$ cat config.mk
export PLATFORM = sky130hd
export DESIGN_NAME = ber_aligner
export DESIGN_NICKNAME = d
export VERILOG_FILES = /design/src/rtl/qpsk_pkg.sv /design/src/rtl/sat_counter.sv /design/src/rtl/ber_aligner.sv
export SDC_FILE = /design/constraint.sdc
export NUM_CORES = 2
export LEC_CHECK = 0
export ABC_CLOCK_PERIOD_IN_PS = 5800
export BUFFER_PORTS_ARGS = -buffer_cell sky130_fd_sc_hd__buf_2
export CORE_MARGIN = 2
export CORE_UTILIZATION = 56
export DETAILED_ROUTE_END_ITERATION = 7
export PLACE_DENSITY = 0.73
export SYNTH_ARGS = -nofsm -noshare
export SYNTH_HDL_FRONTEND = slang
export SYNTH_SLANG_ARGS = --single-unit
$ cat constraint.sdc
create_clock -name CLK100MHZ -period 5.8 [get_ports CLK100MHZ]
set_input_delay 0.29 -clock CLK100MHZ [delete_from_list [all_inputs] [get_ports CLK100MHZ]]
set_output_delay 0.29 -clock CLK100MHZ [all_outputs]
set_load 0.1 [all_outputs]
$ cat src/rtl/qpsk_pkg.sv
// Shared definitions for the QPSK link test chain: aligner defaults and FSM encoding.
// Latency: n/a (package only).
// Backpressure: n/a.
// Contents: default window/threshold/counter width and the aligner state type.
package qpsk_pkg;

  localparam int DELAY_LEN_DEF = 512;  // one PRBS9 period of candidate latencies
  localparam int WINDOW_DEF    = 511;  // enabled bits per evaluation window
  localparam int LOSS_THR_DEF  = 64;   // window errors at/above which lock is dropped
  localparam int CNT_W_DEF     = 64;   // bit/error counter width

  typedef enum logic {
    SEARCH = 1'b0,
    LOCKED = 1'b1
  } align_state_t;

endpackage

$ cat src/rtl/sat_counter.sv
// Saturating up-counter: counts inc pulses, sticks at all-ones, clear has priority over inc.
// Latency: count updates on the edge after inc/clear.
// Backpressure: none; inc is simply ignored once saturated.
// Ports: CLK100MHZ/reset (sync, active-high), inc, clear, count[W-1:0].
module sat_counter #(
  parameter int W = 8
) (
  input  logic         CLK100MHZ,
  input  logic         reset,
  input  logic         inc,
  input  logic         clear,
  output logic [W-1:0] count
);

  always_ff @(posedge CLK100MHZ) begin
    if (reset || clear) begin
      count <= '0;
    end else if (inc && !(&count)) begin
      count <= count + 1'b1;
    end
  end

endmodule

$ cat src/rtl/ber_aligner.sv
// PRBS9 BER aligner: sweeps reference delays for a zero-error (or best) window, then counts bits/errors.
// Latency: lock/loss decisions and o_err are registered, visible the cycle after the deciding enable.
// Backpressure: none; all state advances only on enable strobes, idle cycles freeze everything.
// Ports: CLK100MHZ, reset (sync, active-high), enable, i_prbs, i_rx, i_clear ->
//        o_locked, o_latency, o_bit_count, o_err_count, o_err.
module ber_aligner
  import qpsk_pkg::*;
#(
  parameter int DELAY_LEN = DELAY_LEN_DEF,
  parameter int WINDOW    = WINDOW_DEF,
  parameter int LOSS_THR  = LOSS_THR_DEF,
  parameter int CNT_W     = CNT_W_DEF
) (
  input  logic                         CLK100MHZ,
  input  logic                         reset,
  input  logic                         enable,
  input  logic                         i_prbs,
  input  logic                         i_rx,
  input  logic                         i_clear,
  output logic                         o_locked,
  output logic [$clog2(DELAY_LEN)-1:0] o_latency,
  output logic [CNT_W-1:0]             o_bit_count,
  output logic [CNT_W-1:0]             o_err_count,
  output logic                         o_err
);

  localparam int          LAT_W      = $clog2(DELAY_LEN);
  localparam int          WC_W       = $clog2(WINDOW + 1);
  localparam logic [31:0] LOSS_THR_U = 32'(LOSS_THR);

  align_state_t     state, state_nxt;
  logic [LAT_W-1:0] cand, cand_nxt;
  logic [LAT_W-1:0] best, best_nxt;
  logic [LAT_W-1:0] lat_nxt;
  logic [WC_W-1:0]  min_err, min_nxt;

  logic [DELAY_LEN-2:0] dl;
  logic [DELAY_LEN-1:0] ref_vec;
  logic [LAT_W-1:0]     k_sel;
  logic                 err_bit;
  logic [WC_W-1:0]      win_cnt;
  logic [WC_W-1:0]      win_err;
  logic [WC_W-1:0]      tot;
  logic                 win_end;
  logic                 better;

  // ref_vec[k] is i_prbs delayed k enables; index 0 is the live input bit.
  assign ref_vec = {dl, i_prbs};

  always_ff @(posedge CLK100MHZ) begin
    if (reset) begin
      dl <= '0;
    end else if (enable) begin
      dl <= ref_vec[DELAY_LEN-2:0];
    end
  end

  assign o_locked = (state == LOCKED);
  assign k_sel    = o_locked ? o_latency : cand;
  assign err_bit  = i_rx ^ ref_vec[k_sel];
  assign win_end  = enable && (win_cnt == WC_W'(WINDOW - 1));
  // Window total includes the bit being compared on the closing enable.
  assign tot      = win_err + {{(WC_W-1){1'b0}}, err_bit};
  assign better   = (tot < min_err);

  // The same window counters serve the search sweep and the loss monitor;
  // every state change happens on a window end, which also restarts them.
  sat_counter #(.W(WC_W)) u_win_cnt (
    .CLK100MHZ (CLK100MHZ),
    .reset     (reset),
    .inc       (enable),
    .clear     (win_end),
    .count     (win_cnt)
  );

  sat_counter #(.W(WC_W)) u_win_err (
    .CLK100MHZ (CLK100MHZ),
    .reset     (reset),
    .inc       (enable && err_bit),
    .clear     (win_end),
    .count     (win_err)
  );

  sat_counter #(.W(CNT_W)) u_bit_cnt (
    .CLK100MHZ (CLK100MHZ),
    .reset     (reset),
    .inc       (enable && o_locked),
    .clear     (i_clear),
    .count     (o_bit_count)
  );

  sat_counter #(.W(CNT_W)) u_err_cnt (
    .CLK100MHZ (CLK100MHZ),
    .reset     (reset),
    .inc       (enable && o_locked && err_bit),
    .clear     (i_clear),
    .count     (o_err_count)
  );

  always_ff @(posedge CLK100MHZ) begin
    if (reset) begin
      state     <= SEARCH;
      cand      <= '0;
      best      <= '0;
      min_err   <= '1;
      o_latency <= '0;
      o_err     <= 1'b0;
    end else begin
      state     <= state_nxt;
      cand      <= cand_nxt;
      best      <= best_nxt;
      min_err   <= min_nxt;
      o_latency <= lat_nxt;
      o_err     <= enable && o_locked && err_bit;
    end
  end

  always_comb begin
    state_nxt = state;
    cand_nxt  = cand;
    best_nxt  = best;
    min_nxt   = min_err;
    lat_nxt   = o_latency;
    if (win_end) begin
      if (state == SEARCH) begin
        if (tot == '0) begin
          state_nxt = LOCKED;
          lat_nxt   = cand;
        end else begin
          // Strict compare: on a tie the earlier candidate stays best.
          if (better) begin
            min_nxt  = tot;
            best_nxt = cand;
          end
          if (cand == LAT_W'(DELAY_LEN - 1)) begin
            state_nxt = LOCKED;
            lat_nxt   = better ? cand : best;
          end else begin
            cand_nxt = cand + 1'b1;
          end
        end
      end else begin
        if (32'(tot) >= LOSS_THR_U) begin
          state_nxt = SEARCH;
          cand_nxt  = '0;
          best_nxt  = '0;
          min_nxt   = '1;
        end
      end
    end
  end

endmodule

==> impl_results.md <==
- Outcome: complete, no violations
- Num ports: roughly 150
- P_sw: around 2.2 mW
- Floorplan row count: 91
- Commonest non-fill, non-tap cell in the layout: nor2_1
- Clock tree from TritonCTS: yes
- Initial core utilization: between 50% and 60%
- Flop pwr share: about 49%
- Final hold violations: 0
- Worst setup margin: ~170 ps
- Max-slew violation count: 0
- FMAX: approximately 0.18 GHz
- Drt drc: 0
- Min cycle time layout: around 5600 ps
- Switching power share of the total: between 20% and 30%
- Initial DRC count: around 3,200
- Post-route clock period utilization: a little over nine tenths
- Placer Congestion: between 0.9 and 1
- Layout Cells excl Fill: a little over 5,000
- Core area: about 61,000 um^2
- Drt total wl: slightly below 100,000 um
- Maximum vdd ir drop: 0.000252 V
- Final #Nets: approximately 4,200
- Die area: between 60,000 and 70,000 um^2
- Slew margin rel.: between 20% and 30%
- DR vias: about 31,000
- Commonest non-fill, non-tap cells in the layout: 692 x nor2_1, 687 x dfxtp_1, 541 x mux2i_1
- Maximum fanout along the worst path: 21
- Seq/Total Area, Yosys: between 40% and 50%
- Area after DPL: ~37,000 um^2
- CTS max path bufs: 3
- Gate power share: 3.1%
- CTS root buffer: clkbuf_16
- Num CTS Buffers: 76
- Die Y: 253 um
- Final ANT Viol Nets: 0
- Hpwl dp: 65,200 um
- GRT Total Usage: 29.6%
- Clk_skew: 32.3 ps
- Design area: 40,500 um^2
- Setup-failing EPs final: 0
- Element type at the critical path end: register
- Leakage Power: about 16 nW
- Max Cap Viol: 0
- Syn nets: between 4,000 and 5,000
- Placed insts: slightly below 5,000
- Detailed Routing Iterations Pass 1: 7
- Global-route wire length before repair: 155,000 um
- Hold crit path type: in -> reg
- Slowest CP cell: dfxtp_4
- Initial antenna violation count: 0
- Worst path required time: between 6000 and 7000 ps
- Post-synth EDFFs: 0
- CP Class: reg -> reg
- Arrival time at the worst endpoint: between 6000 and 7000 ps
- Pin count of the biggest net entering global routing: about 240
- Syn Area/Cell: between 8 and 9 um^2
- Unrepaired setup endpoints after global routing: yes
- #FFs+latches synth: between 600 and 700
- IO buf count: 144
- Synthesized instance count: 4,043
- # diodes: 0
- Yosys warns: 0
- Filler cells: just under 5,000
- Ys async rst share: 0%
- WL/cell: between 15 and 20 um
- Via density: 6.15
- Ys flop type: dfxtp_1
- Clock sink count: around 700
- Least-Margin Pin Slew: roughly 1200 ps
- Critical Path Source Type: register
- Tot Pwr: 9.82 mW
- WHS: about 110 ps
- Die X: approximately 250 um
- Vias in the first global route: ~29,000
- Setup WS pre-CTS: -363 ps
- Mapped Area: ~35,000 um^2
- H-tree depth: 3
- Worst skew pair latency: roughly 640 ps
- Max incr delay on CP: 420 ps
- Clk pwr share: between 40 and 50%
- Share of layout cells above drive strength 1: between 10% and 20%
- PwrDens: around 240 nW/um^2
- Internal power: 7.64 mW
- Total gr overflow: 0
- Distinct cells, synth: 86
- Clock transition at the registers of the reported paths: 60 ps
- Area Growth Syn to Fin: 16.9%
==> synth_stat cells (9+ instances only) <==
| master | count | share of area (%) |
|---|---|---|
| xor2_1 | 56 | 1.4 |
| ha_1 | 18 | 0.65 |
| or4_1 | 17 | 0.37 |
| clkbuf_1 | 173 | 1.9 |
| buf_2 | 73 | 1.1 |
| o2bb2ai_1 | 9 | 0.23 |
| a221oi_1 | 19 | 0.48 |
| xnor2_1 | 27 | 0.68 |
| or3_1 | 54 | 0.98 |
| nand2b_1 | 9 | 0.16 |
| and4_1 | 15 | 0.38 |
| nor2_1 | 696 | 7.5 |
| o41ai_1 | 9 | 0.23 |
| nand2_1 | 143 | 1.6 |
| a31oi_1 | 14 | 0.25 |
| mux2i_1 | 546 | 16 |
| a211oi_1 | 70 | 1.5 |
| nand4_1 | 48 | 0.87 |
| o31ai_1 | 24 | 0.52 |
| and3_1 | 23 | 0.42 |
| nand3_1 | 104 | 1.5 |
| buf_1 | 59 | 0.64 |
| nor2b_1 | 181 | 3.3 |
| and2_1 | 23 | 0.42 |
| a22oi_1 | 38 | 0.82 |
| inv_1 | 80 | 0.87 |
| o21a_1 | 22 | 0.48 |
| o22ai_1 | 131 | 2.4 |
| mux4_2 | 10 | 0.65 |
| o21ai_0 | 219 | 3.2 |
| a22o_1 | 13 | 0.33 |
| nor3_1 | 33 | 0.48 |
| o211ai_1 | 106 | 2.3 |
| dfxtp_1 | 695 | 40 |
| a21oi_1 | 149 | 2.2 |
| nor4_1 | 14 | 0.25 |
==> per-layer routing <==
metal	GRT usage [%]	vias up	share of wire, %
li1	-	14851	-
met1	39.8	14772	43
met2	47.5	1249	45
met5	0	-	0
met3	5.48	231	8.2
met4	10.2	0	3.3
==> registers in the layout (all words and copies together) (netlist names) <==
signal / flops
best: 9
cand: 9
dl: 511
min_err: 9
o_err: 1
o_latency: 9
o_locked: 1
u_bit_cnt.count: 64
u_err_cnt.count: 64
u_win_cnt.count: 9
u_win_err.count: 9
==> metrics by stage <==
step | setup TNS [ps] | utilization (%)
6_report | 0 | 65.9
4_1_cts | 0 | 65.0
3_5_place_dp | -8050 | 60.9
5_1_grt | -670 | 65.9
2_1_floorplan | 0 | -
3_3_place_gp | -4780 | 60.9
==> power by group through the flow <==
stage                     sequential [mW]  combinational (mW)  clock [mW]
final                                4.78               0.304        4.74
after global routing                 4.78               0.322        4.99
after CTS                            4.78               0.298        4.80
after detailed placement             4.88               0.296           0
after global placement               4.88               0.296           0
after floorplan                      4.88               0.243           0
==> cell type report <==
cell class,count,area (um^2),share of cell area (%)
multi-input combinational,2956,19600,48.4
clock buffer,118,2280,5.64
tap,790,988,2.44
timing repair buffer,397,3210,7.92
clock inverter,19,150,0.371
sequential,695,13900,34.4
inverter,85,324,0.801
==> worst paths after layout <==
kind         slack, ps  startpoint                   to  depth (start not counted)
max                170     cand[0]           min_err[6]                         29
max reg2reg        170     cand[0]           min_err[6]                         29
min reg2reg        470     best[6]              best[6]                          1
min                110     i_clear  u_err_cnt.count[24]                          3
==> cell families after synthesis <==
family / count (synthesis) / synth area share [%]
AOI/OAI and AO/OA: 905 / 16.9
xor gates and xnor gates: 83 / 2.10
adders and majority gates: 19 / 0.680
buffers and inverters: 393 / 4.58
DFF: 695 / 40.2
muxes: 563 / 16.7
and+or+nand+nor: 1385 / 18.8
==> timing repair <==
action | CTS | global route
gates resized for setup | 22 | 79
endpoints found under the hold margin | 1 | 0
gates cloned | 0 | 5
setup buffers | 1 | 14
hold buffers | 1 | 0
pin swaps | 8 | 36
endpoints found under the setup margin | 27 | 27
==> worst max-delay path: cells and delay by family (launching register included) <==
family                   cells  cell delay [ps]
adder cells (fa/ha/maj)      3              670
AND/OR/NAND/NOR              4              800
AO/OA/AOI/OAI               15             2310
XOR/XNOR                     2              340
flip-flops                   1              420
buffers and inverters        5              950
(Power assumes the default switching activity.)
